<file path="config.mk">
export PLATFORM = sky130hd
export DESIGN_NAME = adc_feature_sequencer
export DESIGN_NICKNAME = d
export VERILOG_FILES = /design/src/rtl/adc_seq_pkg.sv /design/src/rtl/adc_code_quant.sv /design/src/rtl/adc_feature_sequencer.sv
export SDC_FILE = /design/constraint.sdc
export NUM_CORES = 1
export LEC_CHECK = 0
export CORE_ASPECT_RATIO = 0.9
export CORE_UTILIZATION = 30
export CTS_BUF_LIST = sky130_fd_sc_hd__clkbuf_4 sky130_fd_sc_hd__clkbuf_8
export DETAILED_ROUTE_END_ITERATION = 6
export GPL_TIMING_DRIVEN = 0
export PLACE_DENSITY = 0.6
export REMOVE_ABC_BUFFERS = 1
export SLEW_MARGIN = 20
export SYNTH_ARGS = -nofsm -noshare
export SYNTH_HDL_FRONTEND = slang
export SYNTH_HIERARCHICAL = 1
export SYNTH_SLANG_ARGS = --single-unit
</file>
<file path="constraint.sdc">
create_clock -name clk -period 1.9 [get_ports clk]
set_input_delay 0.475 -clock clk [delete_from_list [all_inputs] [get_ports clk]]
set_output_delay 0.475 -clock clk [all_outputs]
set_load 0.02 [all_outputs]
</file>
<file path="src/rtl/adc_seq_pkg.sv">
// rtl/adc_seq_pkg.sv - Shared state encoding, default widths and slot packing helper
package adc_seq_pkg;

  localparam int DEF_NUM_FEAT = 6;
  localparam int DEF_ADC_W    = 8;
  localparam int DEF_FEAT_W   = 4;
  localparam int DEF_CLS_W    = 2;

  typedef enum logic [2:0] {
    ST_IDLE,
    ST_SETTLE,
    ST_CONVERT,
    ST_WAIT,
    ST_STORE,
    ST_PUBLISH,
    ST_CLASSIFY
  } seq_state_e;

  // Feature i occupies bits [width*i +: width] of the packed MLP input.
  function automatic int feat_lsb(input int slot, input int width);
    return slot * width;
  endfunction

endpackage

</file>
<file path="src/rtl/adc_code_quant.sv">
// rtl/adc_code_quant.sv - ADC_W to FEAT_W quantizer; FEAT_ROUND_EN selects round-to-nearest with saturation
module adc_code_quant #(
  parameter int ADC_W  = 8,
  parameter int FEAT_W = 4
) (
  input  logic [ADC_W-1:0]  code_i,
  output logic [FEAT_W-1:0] feat_o
);

`ifdef FEAT_ROUND_EN
  localparam logic [ADC_W:0] HALF_LSB = {{ADC_W{1'b0}}, 1'b1} << (ADC_W - FEAT_W - 1);

  logic [ADC_W:0] sum;

  // A carry into the extra bit means the rounded value no longer fits; clamp to full scale.
  assign sum    = {1'b0, code_i} + HALF_LSB;
  assign feat_o = sum[ADC_W] ? '1 : FEAT_W'(sum >> (ADC_W - FEAT_W));
`else
  assign feat_o = FEAT_W'(code_i >> (ADC_W - FEAT_W));
`endif

endmodule

</file>
<file path="src/rtl/adc_feature_sequencer.sv">
// rtl/adc_feature_sequencer.sv - Mux/ADC frame sequencer feeding the MLP; quantizer honours FEAT_ROUND_EN
module adc_feature_sequencer
  import adc_seq_pkg::*;
#(
  parameter int NUM_FEAT    = DEF_NUM_FEAT,
  parameter int ADC_W       = DEF_ADC_W,
  parameter int FEAT_W      = DEF_FEAT_W,
  parameter int CLS_W       = DEF_CLS_W,
  parameter int SETTLE_CYC  = 2,
  parameter int TIMEOUT_CYC = 64
) (
  input  logic                       clk,
  input  logic                       rst,
  input  logic                       start,
  output logic [2:0]                 ch_sel,
  output logic                       adc_start,
  input  logic                       adc_done,
  input  logic [ADC_W-1:0]           adc_data,
  output logic [NUM_FEAT*FEAT_W-1:0] feat_vec,
  output logic                       frame_valid,
  input  logic [CLS_W-1:0]           cls_in,
  output logic [CLS_W-1:0]           cls_out,
  output logic                       cls_valid,
  output logic                       busy,
  output logic                       err
);

  localparam int VEC_W = NUM_FEAT * FEAT_W;
  localparam int CNT_W = $clog2(TIMEOUT_CYC + SETTLE_CYC + 1);

  seq_state_e         state_q, state_d;
  logic [CNT_W-1:0]   cnt_q, cnt_d;
  logic [2:0]         idx_q, idx_d;
  logic               err_q, err_d;
  logic [VEC_W-1:0]   shadow_q, shadow_d;
  logic [VEC_W-1:0]   feat_q, feat_d;
  logic [CLS_W-1:0]   cls_q, cls_d;
  logic [FEAT_W-1:0]  quant_feat;

  adc_code_quant #(
    .ADC_W  (ADC_W),
    .FEAT_W (FEAT_W)
  ) u_quant (
    .code_i (adc_data),
    .feat_o (quant_feat)
  );

  always_ff @(posedge clk) begin
    if (rst) begin
      state_q  <= ST_IDLE;
      cnt_q    <= '0;
      idx_q    <= '0;
      err_q    <= 1'b0;
      shadow_q <= '0;
      feat_q   <= '0;
      cls_q    <= '0;
    end else begin
      state_q  <= state_d;
      cnt_q    <= cnt_d;
      idx_q    <= idx_d;
      err_q    <= err_d;
      shadow_q <= shadow_d;
      feat_q   <= feat_d;
      cls_q    <= cls_d;
    end
  end

  always_comb begin
    state_d  = state_q;
    cnt_d    = cnt_q;
    idx_d    = idx_q;
    err_d    = err_q;
    shadow_d = shadow_q;
    feat_d   = feat_q;
    cls_d    = cls_q;

    case (state_q)
      ST_IDLE: begin
        if (start) begin
          idx_d   = '0;
          cnt_d   = '0;
          err_d   = 1'b0;
          state_d = ST_SETTLE;
        end
      end
      ST_SETTLE: begin
        if (cnt_q == CNT_W'(SETTLE_CYC - 1)) begin
          cnt_d   = '0;
          state_d = ST_CONVERT;
        end else begin
          cnt_d = cnt_q + CNT_W'(1);
        end
      end
      ST_CONVERT: begin
        cnt_d   = '0;
        state_d = ST_WAIT;
      end
      ST_WAIT: begin
        // A conversion landing in the final timeout cycle is still taken.
        if (adc_done) begin
          for (int i = 0; i < NUM_FEAT; i++) begin
            if (idx_q == 3'(i)) shadow_d[feat_lsb(i, FEAT_W) +: FEAT_W] = quant_feat;
          end
          state_d = ST_STORE;
        end else if (cnt_q == CNT_W'(TIMEOUT_CYC - 1)) begin
          err_d   = 1'b1;
          state_d = ST_IDLE;
        end else begin
          cnt_d = cnt_q + CNT_W'(1);
        end
      end
      ST_STORE: begin
        cnt_d = '0;
        if (idx_q == 3'(NUM_FEAT - 1)) begin
          // Load on entry to PUBLISH so feat_vec changes only while frame_valid is high.
          feat_d  = shadow_q;
          state_d = ST_PUBLISH;
        end else begin
          idx_d   = idx_q + 3'd1;
          state_d = ST_SETTLE;
        end
      end
      ST_PUBLISH: begin
        cls_d   = cls_in;
        state_d = ST_CLASSIFY;
      end
      ST_CLASSIFY: begin
        state_d = ST_IDLE;
      end
      default: begin
        state_d = ST_IDLE;
      end
    endcase
  end

  assign ch_sel      = idx_q;
  assign adc_start   = (state_q == ST_CONVERT);
  assign frame_valid = (state_q == ST_PUBLISH);
  assign cls_valid   = (state_q == ST_CLASSIFY);
  assign busy        = (state_q != ST_IDLE);
  assign feat_vec    = feat_q;
  assign cls_out     = cls_q;
  assign err         = err_q;

endmodule

</file>
==> impl_metrics.py, run 1 <==
metrics = {
    "outcome": {
        "status": "finished, final reports clean",
    },
    "clocking": {
        "insertion_delay_ns": 0.34,
        "cts_root_buf": "clkbuf_8",
        "path_clk_slew_ns": 0.07,
        "cts.sinks": 64,
        "clock_path_buffers": 2,
        "cts-buffers-inserted": 9,
        "cts_tree": "built",
        "htree_num_levels": 3,
        "ctsHoldBuffers": 0,
    },
    "cells_and_area": {
        "design_area_um2": 3610,
        "n_antenna_cell": 0,
        "fin_nets": 383,
        "syn2layout_area_growth_pct": 29.3,
        "finalCoreUtilization_pct": 39.8,
        "fill_cells": 950,
        "drive_gt1_share_pct": 14.2,
    },
    "timing": {
        "fin_skew_ns": 0.00770,
        "fin_crit_ns": 1.84,
        "tightest_slew_ns": 0.640,
        "drv_slew": 0,
        "grt_setup_unrepaired": "yes",
        "hold_viol_final": 0,
        "setup_viol": 0,
        "slew-limit-headroom_pct": 57.4,
        "setup_tns_ns": 0,
        "fmax_mhz": 543,
        "min_period_over_period_pct": 97.0,
    },
    "die": {
        "ios": 48,
        "rows": 33,
        "die_height_um": 93.6,
        "core-area_um2": 9080,
        "die_w_um": 104,
        "die-area_um2": 9710,
        "start_util_pct": 30.8,
    },
    "setup_path": {
        "path_cells": "nand2b_4, nor2_2, clkdlybuf4s15_2",
        "cp_data_arrival_time_ns": 1.37,
        "critical_path.top_delay_family": "flip-flops",
        "path_max_fanout": 19,
        "path_buf_inv": 1,
        "critPathKind": "reg -> out",
        "end_kind": "output pin",
        "cp.required_ns": 1.42,
        "crit_path_max_incr_delay_ns": 0.49,
        "cp-start-kind": "flip-flop",
        "cp_slowest_cell": "dfxtp_4",
    },
    "placement": {
        "routabilityCongestion": 0.775,
        "portBuffers": 43,
        "post-dp-hpwl_um": 4080,
        "place_area_um2": 3300,
    },
    "yosys": {
        "ys_top_cells_by_area": "dfxtp_1 46%, nand2_1 8.2%, a21oi_1 7.2%",
        "synth_cells": 324,
        "ys_types": 42,
        "synth_warnings": 6,
        "seq_area_frac_synth_pct": 45.8,
        "synth.avg_cell_area_um2": 8.63,
        "async_flop_share_pct": 0,
        "syn_area_um2": 2800,
        "synth_edf_count": 0,
        "ys_ff_latch": 64,
        "synth_flop_cell": "dfxtp_1",
        "synth_area_leader_cell": "dfxtp_1",
        "synth_top_area_share_pct": 45.8,
    },
    "detailed_routing": {
        "wire_per_inst_um": 12.3,
        "firstDrtPassIters": 4,
        "drcViolationCount": 0,
        "vias": 2312,
        "viasPerCell": 4.73,
        "drt-initial-drc-count": 111,
        "wirelength_um": 6040,
        "drtAntennaViolNets": 0,
    },
    "global_routing": {
        "grt_pass1_wl_um": 10200,
        "grt_use_total_pct": 13.5,
        "overflow": 0,
        "grt_max_degree": 33,
        "antenna_found_initial": 0,
        "grt_pass1_vias": 2105,
    },
    "flow_run": {
        "drv_cap": 0,
    },
    "worst_hold_path": {
        "hold_path_class": "reg -> reg",
    },
    "power_and_ir_drop": {
        "p_per_area_nw_per_um2": 791,
        "p_leak_uw": 0.00123,
        "ir_drop_v": 0.000300,
    },
}
-- logic make-up after synthesis --
kind of cell | share of synthesized area (%)
mux | 7.16
flops | 45.8
simple gates | 24.1
compound gates | 13.8
buf+inv | 5.95
fa+ha+maj | 3.13
-- worst paths after layout --
check,startpoint,end,slack (ns),cells past startpoint
worst max-delay path,state_q[2]$_SDFFE_PP0P_,cls_valid,0.06,3
worst min-delay path,shadow_q[9]$_SDFFE_PP0P_,feat_vec[9]$_SDFFE_PP0P_,0.45,2
worst max register to register,cnt_q[0]$_SDFFE_PP0P_,state_q[0]$_SDFFE_PP0P_,0.19,5
worst min register to register,shadow_q[9]$_SDFFE_PP0P_,feat_vec[9]$_SDFFE_PP0P_,0.45,2
-- flip-flops by register name, indices dropped and copies added (netlist names) --
signal    flops
err           1
shadow_q     24
cls_out       2
ch_sel        3
cnt_q         7
state_q       3
feat_vec     24
-- cell usage in the layout (no fill, tap or decap), types with 3 or more instances in the layout --
cell,count
nor2b_1,3
ha_1,7
mux2i_1,20
nor2_1,28
o31ai_1,4
nand2_1,60
buf_2,3
dlygate4sd2_1,4
nor3_4,3
clkbuf_8,10
nand3_1,8
nor3b_4,3
o221ai_1,3
dfxtp_4,3
dfxtp_1,60
a21oi_1,40
nor3_1,4
o21ai_1,7
clkdlybuf4s50_1,35
inv_1,8
buf_4,6
nand3b_1,4
-- cell usage after synthesis, types with 6 or more instances --
master and n:
mux2i_1 20, buf_2 7, inv_1 8, buf_4 7, nand3_1 8, nand2_1 61, clkbuf_1 10, ha_1 7
o21ai_1 7, dfxtp_1 64, nor3_1 6, nor2_1 29, a21oi_1 40
-- where the power goes --
group | switching (µW) | internal (µW)
logic | 104 | 79.5
clock network | 518 | 787
registers | 22.3 | 1350
-- cell type report --
type	count	area, µm²	share of cell area, %
clock inverters	5	80.1	2.22
multi-input cells	225	1400	38.8
well taps	122	153	4.22
flip-flops and latches	64	1290	35.8
clock buffers	11	145	4.02
repair buffers	51	499	13.8
inverters	11	41.3	1.14
-- metrics by stage --
step	setup slack (ns)	cells	hold WS, ns	power [µW]
after detailed placement	-0.629	467	0.444	1570
after global placement	-1.31	465	0.444	1560
after global routing	-0.00455	489	0.464	2980
final	0.0573	489	0.453	2860
after CTS	0.0344	485	0.458	2890
after floorplan	-0.0968	300	0.424	1480
-- tightest hold or removal path: cells and delay by family (launching register included) --
family,cells,cell delay (ns)
flops,1,0.31
simple gates,1,0.05
compound gates,1,0.05
-- per-layer routing --
| metal | vias up | routed length [µm] | GRT usage, % |
|---|---|---|---|
| li1 | 1181 | - | - |
| met1 | 1064 | 2830 | 16.2 |
| met2 | 57 | 2830 | 22.3 |
| met3 | 10 | 291 | 4.46 |
| met4 | 0 | 93 | 5.60 |
| met5 | - | 0 | 0 |
-- repair_timing --
item,4_1_cts,5_1_grt
pin swaps,0,1
setup buffers,2,4
endpoints found under the setup margin,58,21
resized for setup,30,4
No activity file was read; power rests on OpenSTA's default activity.
==> run 2: changes to the inputs <==
CAP_MARGIN = 20   (was default)
==> results of run 2 <==
The final DEF is identical to that of run 1; final timing and power are the same.
